### src/rtl/ifetch_line_responder.sv
// Instruction-fetch responder: one-line buffer answering hits combinationally,
// refilling the line from backing memory with a single burst on a miss.
module ifetch_line_responder #(
    parameter  int LINE_WORDS = 4,
    localparam int OFF_W      = $clog2(LINE_WORDS)
) (
    input  logic        clk,
    input  logic        rst,
    input  logic [31:0] instruction_address,
    output logic [31:0] instruction_read_data,
    output logic        instruction_valid,
    input  logic        flush,
    output logic        mem_req_valid,
    output logic [31:0] mem_req_addr,
    input  logic        mem_req_ready,
    input  logic        mem_resp_valid,
    input  logic [31:0] mem_resp_data
);

    localparam int          TAG_W = 32 - OFF_W - 2;
    localparam logic [31:0] NOP   = 32'h0000_0013;

    typedef enum logic [1:0] {
        IDLE,
        REQ,
        FILL
    } state_t;

    state_t             state;
    state_t             state_next;
    logic               buf_valid;
    logic [TAG_W-1:0]   buf_tag;
    logic [TAG_W-1:0]   req_tag;
    logic [OFF_W-1:0]   beat_cnt;
    logic               flush_pend;
    logic [31:0]        line [LINE_WORDS];

    logic [TAG_W-1:0]   tag;
    logic [OFF_W-1:0]   offset;
    logic               tag_match;
    logic               miss;
    logic               last_beat;
    logic               hit;
    logic               unused_addr_bits;

    assign tag              = instruction_address[31:OFF_W+2];
    assign offset           = instruction_address[OFF_W+1:2];
    assign unused_addr_bits = ^instruction_address[1:0];
    assign tag_match        = buf_valid && (tag == buf_tag);
    assign miss             = !flush && !tag_match;
    assign last_beat        = (beat_cnt == OFF_W'(LINE_WORDS - 1));

    // State register; reset drops any in-flight burst and returns to IDLE.
    always_ff @(posedge clk or posedge rst) begin
        if (rst) begin
            state <= IDLE;
        end else begin
            state <= state_next;
        end
    end

    // Next-state decode plus the combinational hit path and request valid.
    always_comb begin
        state_next            = state;
        mem_req_valid         = 1'b0;
        hit                   = 1'b0;
        instruction_valid     = 1'b0;
        instruction_read_data = NOP;
        case (state)
            IDLE: begin
                hit = tag_match && !flush;
                if (miss) begin
                    state_next = REQ;
                end
            end
            REQ: begin
                mem_req_valid = 1'b1;
                if (mem_req_ready) begin
                    state_next = FILL;
                end
            end
            FILL: begin
                if (mem_resp_valid && last_beat) begin
                    state_next = IDLE;
                end
            end
            default: begin
                state_next = IDLE;
            end
        endcase
        instruction_valid = hit;
        if (rst) begin
            instruction_read_data = 32'h0;
        end else if (hit) begin
            instruction_read_data = line[offset];
        end
    end

    // Buffer bookkeeping: tag/valid, the latched request and the fill counter.
    always_ff @(posedge clk or posedge rst) begin
        if (rst) begin
            buf_valid    <= 1'b0;
            buf_tag      <= '0;
            req_tag      <= '0;
            beat_cnt     <= '0;
            flush_pend   <= 1'b0;
            mem_req_addr <= 32'h0;
        end else begin
            case (state)
                IDLE: begin
                    if (flush) begin
                        buf_valid <= 1'b0;
                    end else if (miss) begin
                        buf_valid    <= 1'b0;
                        req_tag      <= tag;
                        mem_req_addr <= {tag, {(OFF_W + 2){1'b0}}};
                        flush_pend   <= 1'b0;
                    end
                end
                REQ: begin
                    if (flush) begin
                        flush_pend <= 1'b1;
                    end
                    if (mem_req_ready) begin
                        beat_cnt <= '0;
                    end
                end
                FILL: begin
                    if (flush) begin
                        flush_pend <= 1'b1;
                    end
                    if (mem_resp_valid) begin
                        beat_cnt <= beat_cnt + OFF_W'(1);
                        if (last_beat) begin
                            buf_tag    <= req_tag;
                            buf_valid  <= !flush_pend && !flush;
                            flush_pend <= 1'b0;
                        end
                    end
                end
                default: begin
                    buf_valid <= 1'b0;
                end
            endcase
        end
    end

    // Line storage; beats land in order only while a fill is in progress.
    always_ff @(posedge clk) begin
        if (state == FILL && mem_resp_valid) begin
            line[beat_cnt] <= mem_resp_data;
        end
    end

endmodule

### config.mk
export PLATFORM = sky130hd
export DESIGN_NAME = ifetch_line_responder
export DESIGN_NICKNAME = d
export VERILOG_FILES = /design/src/rtl/ifetch_line_responder.sv
export SDC_FILE = /design/constraint.sdc
export NUM_CORES = 1
export LEC_CHECK = 0
export ABC_AREA = 0
export BUFFER_PORTS_ARGS = -buffer_cell sky130_fd_sc_hd__buf_2
export CAP_MARGIN = 30
export CORE_ASPECT_RATIO = 1.1
export CORE_MARGIN = 2
export CORE_UTILIZATION = 52
export CTS_BUF_LIST = sky130_fd_sc_hd__clkbuf_8
export DETAILED_ROUTE_END_ITERATION = 6
export PLACE_DENSITY = 0.79
export SLEW_MARGIN = 0
export SYNTH_ARGS = -nofsm -noshare
export SYNTH_HDL_FRONTEND = slang
export SYNTH_SLANG_ARGS = --single-unit
### constraint.sdc
create_clock -name clk -period 2.1 [get_ports clk]
set_input_delay 0.21 -clock clk [delete_from_list [all_inputs] [get_ports clk]]
set_output_delay 0.21 -clock clk [all_outputs]
set_load 0.05 [all_outputs]
# Word level (Yosys, flattened, before mapping)
# Memories as Yosys holds them, arrays and structs flattened.
# Cells that the tools add are included.
# classes
n_reduce_logical	18
n_mul	0
eq_ne	11
order_cmp	0
muxes	23
shifts	0
n_addsub	1
bitwise	2
div_mod_pow	0
# ops
op	n
$mux W32	2
$eq A28 B28 Y1	1
$reduce_and A3 Y1	5
$mux W1	12
$ne A2 B2 Y1 const B	6
$mux W2	5
$logic_and A1 B1 Y1	6
$pmux W1 S3	2
$pmux W2 S3	1
$eq A2 B2 Y1 const B	2
$pmux W2 S2	1
$reduce_and A4 Y1	1
$logic_not A1 Y1	3
$ne A3 B3 Y1 const B	1
$reduce_bool A3 Y1	1
$add A2 B1 Y2 const B	1
$eq A2 B1 Y1 const B	1
$logic_not A2 Y1	1
$not A1 Y1	2
$reduce_bool A2 Y1	1
# word_totals
reg_bits	62
latchBits	0
ramBits	128
out_inout_bits	66
mem_count	1
mem_bits_ro	0
word_cells	62
# mem_list
memory	depth	word_bits	read_ports	rd_clocked_by_memory_dff	write_ports	line_no	rtl
line	4	32	1	0	1	36	logic [31:0] line [LINE_WORDS];

# Depth between registers and ports, before layout
# logic_depth
depth_word	7
mapped_depth	9
depth_no_buf	8

# Worst setup path after synthesis
# OpenSTA, ideal clock, no wires.
# synth_path
path_type	in2out
startpoint	in rst
endpoint	out instruction_read_data[17]
t_arrival_ns	2.519
setup_slack_ns	-0.629
n_path_buf	1
path_stages	4
path_cell_list	inv_1 nand2b_4 buf_2 nor2b_1
# synth_between
elab_chain_len	1
# synth_lines
element	line_no	rtl
from (decl)	8	input logic rst,
$mux W32	92	if (rst) begin
to (decl)	10	output logic [31:0] instruction_read_data,
# No other way between the ends.

# Worst setup path in the final report
# layout_path
startpoint	reg buf_tag[0]
endpoint	out instruction_read_data[22]
# layout_between
elab_chain_len	6
# layout_lines
element	line_no	rtl
from (decl)	32	logic [TAG_W-1:0] buf_tag;
from (signal assigned)	135	buf_tag <= req_tag;
$eq A28 B28 Y1	49	assign tag_match = buf_valid && (tag == buf_tag);
$logic_and A1 B1 Y1	49	
$logic_and A1 B1 Y1	71	hit = tag_match && !flush;
$mux W1	69	case (state)
$mux W32	94	end else if (hit) begin
$mux W32	92	
# No other way between the ends.

==> run summary <==
effective utilization at floorplan -> 52.9%
total count of hold-check failures in the final report -> 0
critical hold path startpoint -> instruction_address[29]
worst reg2reg startpoint -> buf_tag[0]
Setup crit end -> instruction_read_data[22]
DR pass1 iterations -> 4
share of power burned in registers -> 44.4%
number of global-route vias before repair -> 5,152
dominant combinational cell family by area after synthesis -> multiplexers
static leakage -> 0.00434 uW
CP arrival -> 2.60 ns
GRT overflow -> 0
max-cap check violation count -> 0
largest net degree at the start of global routing -> 63
number of buffers added on ports -> 128
r2r setup slk -> -0.24 ns
worst reg2reg path endpoint -> mem_req_addr[23]
Die Span Y -> 133 um
post-synthesis xor/xnor area fraction -> 1.77%
largest stage delay on the critical path -> 0.40 ns
Hold WS -> 0.0296 ns
vias -> 4,674
source-to-sink clock delay at the later pin of the worst-skew pair -> 0.47 ns
post-synthesis mux area share -> 17.4%
kind of end point of the critical path -> output port
Post-synth EDFFs -> 128
Slowest cell on crit path -> sky130_fd_sc_hd__dfrtp_1
part of the Yosys area used for sequential elements -> 68.3%
largest driver fanout on the critical path -> 7
total power divided by cell area -> 1120 nW/um^2
relative slew slack -> 47.5%
CTS buffer count -> 17
r2r worst-path depth -> 9
Highest Clock Rate -> 356 MHz
filler cell count in the final layout -> 904
post-route fraction of the period consumed by the critical path -> 134%
All-Layer GR Usage -> 23.3%
WP data required -> 1.89 ns
fin crit period -> 2.81 ns
internal power contribution -> 7810 uW
average via count per standard cell -> 5.38
number of DRC markers in iteration 0 -> 319
share of cells above drive strength 1 -> 49.6%
unrepaired setup endpoints after global routing -> true
level count of the clock H-tree -> 4
I/O pin total -> 135
cell type with the highest aggregate area in the netlist -> sky130_fd_sc_hd__edfxtp_1
cell at the root of the clock tree -> sky130_fd_sc_hd__clkbuf_8
number of cells on the critical path -> 8
Setup Viol. Count Final -> 61
number of max-slew violations in the final report -> 0
area added between synthesis and finish -> 34.4%
violated checks -> negative setup slack
remaining design rule violation count -> 0
FF+latch count, synth -> 190
post-detailed-route count of antenna-violating nets -> 0
switching power total -> 4100 uW
top area cells in the synthesized netlist -> sky130_fd_sc_hd__edfxtp_1 49%, sky130_fd_sc_hd__dfrtp_1 20%, sky130_fd_sc_hd__mux4_2 9.1%
count of unique library cells instantiated by Yosys -> 46
Max rail drop VDD -> 1040 uV
Worst Hold Class -> input port to flip-flop
cell count after synthesis -> 439
TritonCTS clock tree -> yes
run status -> complete, but fails checks
number of standard cells in the layout, taps in and fillers out -> 869
dominant delay contributor by cell family on the critical path -> simple AND/OR/NAND/NOR gates
most frequently used cell type in the post-synthesis netlist -> sky130_fd_sc_hd__edfxtp_1
post-detailed-route wirelength per cell -> 20.4 um
initial antenna violation count -> 1
transition time at the pin with the least slew margin -> 0.788 ns
clock transition at the registers of the reported paths -> 0.09 ns
mean instance size in the synthesized netlist -> 18.0 um^2
complex-gate fraction of the synthesized area -> 2.22%
fraction of synthesized cell area taken by the top area cell type -> 48.7%
buffer and inverter count on the worst path -> 2
Synth warnings -> 0
final estimated routing congestion in global placement -> 0.735
Layout Skew -> 0.0139 ns
row cnt -> 47
Cell Area, Synth -> 7900 um^2
Worst setup SP type -> flip-flop
part of the power in combinational logic -> 33.5%
most frequent cells after synthesis -> 128 x sky130_fd_sc_hd__edfxtp_1, 62 x sky130_fd_sc_hd__dfrtp_1, 37 x sky130_fd_sc_hd__mux2_2
placeable core region -> 14,900 um^2
Die Area -> 16,200 um^2
post-synthesis simple-gate area fraction -> 6.54%
clk sink count -> 190
adder-cell area share of the yosys netlist -> 1.11%
portion of total power attributed to the clock network -> 22.1%
total instance count after detailed placement -> 774
final-stage net count -> 735
series of cell instances along the critical path -> xnor2_1 -> nand4_1 -> a2111oi_4 -> nand4_2 -> nand2b_4 -> buf_12 -> nor2b_4 -> buf_6
fraction of power spent switching nets -> 34.4%
least setup slack across all paths after layout -> -0.706 ns
Die W -> 122 um
Max Root-Sink Buffers -> 2
first-pass GRT wire length -> 27,900 um
total power of the final layout -> 11,900 uW
hold path depth -> 2
DPL Wire Length -> 10,500 um
category of the critical setup timing path -> flip-flop to output port
worst slack after detailed placement -> -0.313 ns
total negative slack -> -27.84 ns
crit path launch -> buf_tag[0]
dominant register cell in the synthesized netlist -> sky130_fd_sc_hd__edfxtp_1
routed wire length -> 17,700 um
post-synthesis async set-or-reset flop share -> 32.6%
-- flip-flops by register name, indices dropped and copies added (netlist names) --
name          flops
flush_pend        1
mem_req_addr     28
beat_cnt          2
state             2
buf_valid         1
line            128
buf_tag          28
-- metrics by stage --
stage               utilization (%)  instance area, um^2
floorplan                         -                 8050
global placement               60.9                 9100
detailed placement             60.9                 9100
CTS                            70.9                10600
global route                   71.1                10600
finish                         71.1                10600
-- logic make-up after synthesis --
kind of cell,count (synthesis)
muxes,90
xor gates and xnor gates,16
and+or+nand+nor,73
AOI/OAI and AO/OA,24
other,1
buffers and inverters,38
adders and majority gates,7
DFF,190
-- power groups by stage --
| stage | clock [uW] | combinational, uW | sequential [uW] |
|---|---|---|---|
| after floorplan | 0 | 1530 | 6200 |
| after global placement | 0 | 3310 | 5250 |
| after detailed placement | 0 | 3400 | 5340 |
| after CTS | 2660 | 4000 | 5270 |
| after global routing | 2840 | 4200 | 5380 |
| final | 2630 | 3990 | 5290 |
-- repair_timing --
item | 4_1_cts | 5_1_grt
hold endpoints to repair | 147 | 0
pin swaps | 7 | 3
gates resized for setup | 112 | 11
setup endpoints to repair | 61 | 63
hold buffers | 50 | 0
setup buffers | 7 | 2
gates cloned | 5 | 0
-- layout by cell type (no fill, tap or decap), types with 16 or more instances in the layout --
cell                            count
sky130_fd_sc_hd__nor2b_4           22
sky130_fd_sc_hd__dfrtp_1           62
sky130_fd_sc_hd__edfxtp_1         128
sky130_fd_sc_hd__mux2_2            29
sky130_fd_sc_hd__buf_4             22
sky130_fd_sc_hd__xnor2_1           16
sky130_fd_sc_hd__mux4_2            32
sky130_fd_sc_hd__buf_2             95
sky130_fd_sc_hd__inv_1             16
sky130_fd_sc_hd__clkbuf_8          17
sky130_fd_sc_hd__mux2_4            28
sky130_fd_sc_hd__dlygate4sd3_1     50
sky130_fd_sc_hd__buf_6             32
-- layout make-up --
type / instances / area, um^2 / share of cell area, %
multi-input combinational: 215 / 2590 / 24.4
tap: 196 / 245 / 2.31
inverter: 17 / 71.3 / 0.672
sequential: 190 / 5400 / 50.8
timing repair buffer: 218 / 1860 / 17.6
clock inverter: 15 / 210 / 1.98
antenna: 1 / 2.50 / 0.0236
clock buffer: 17 / 234 / 2.20
-- layer usage --
metal / wire length, um / track usage, %
met2: 9380 / 39.8
met5: 0 / 0
met4: 370 / 7.98
met3: 1150 / 5.74
met1: 6830 / 29.1
-- how the worst min path moves through the flow --
stage,endpoint,slack (ns)
after floorplan,line[0][0],0.31
after global placement,line[3][26],0.42
after detailed placement,line[0][12],0.43
after CTS,mem_req_addr[29],-0.002
after global routing,mem_req_addr[29],0.001
final,mem_req_addr[29],0.03
Note: power is estimated with default switching activity, not from simulation.
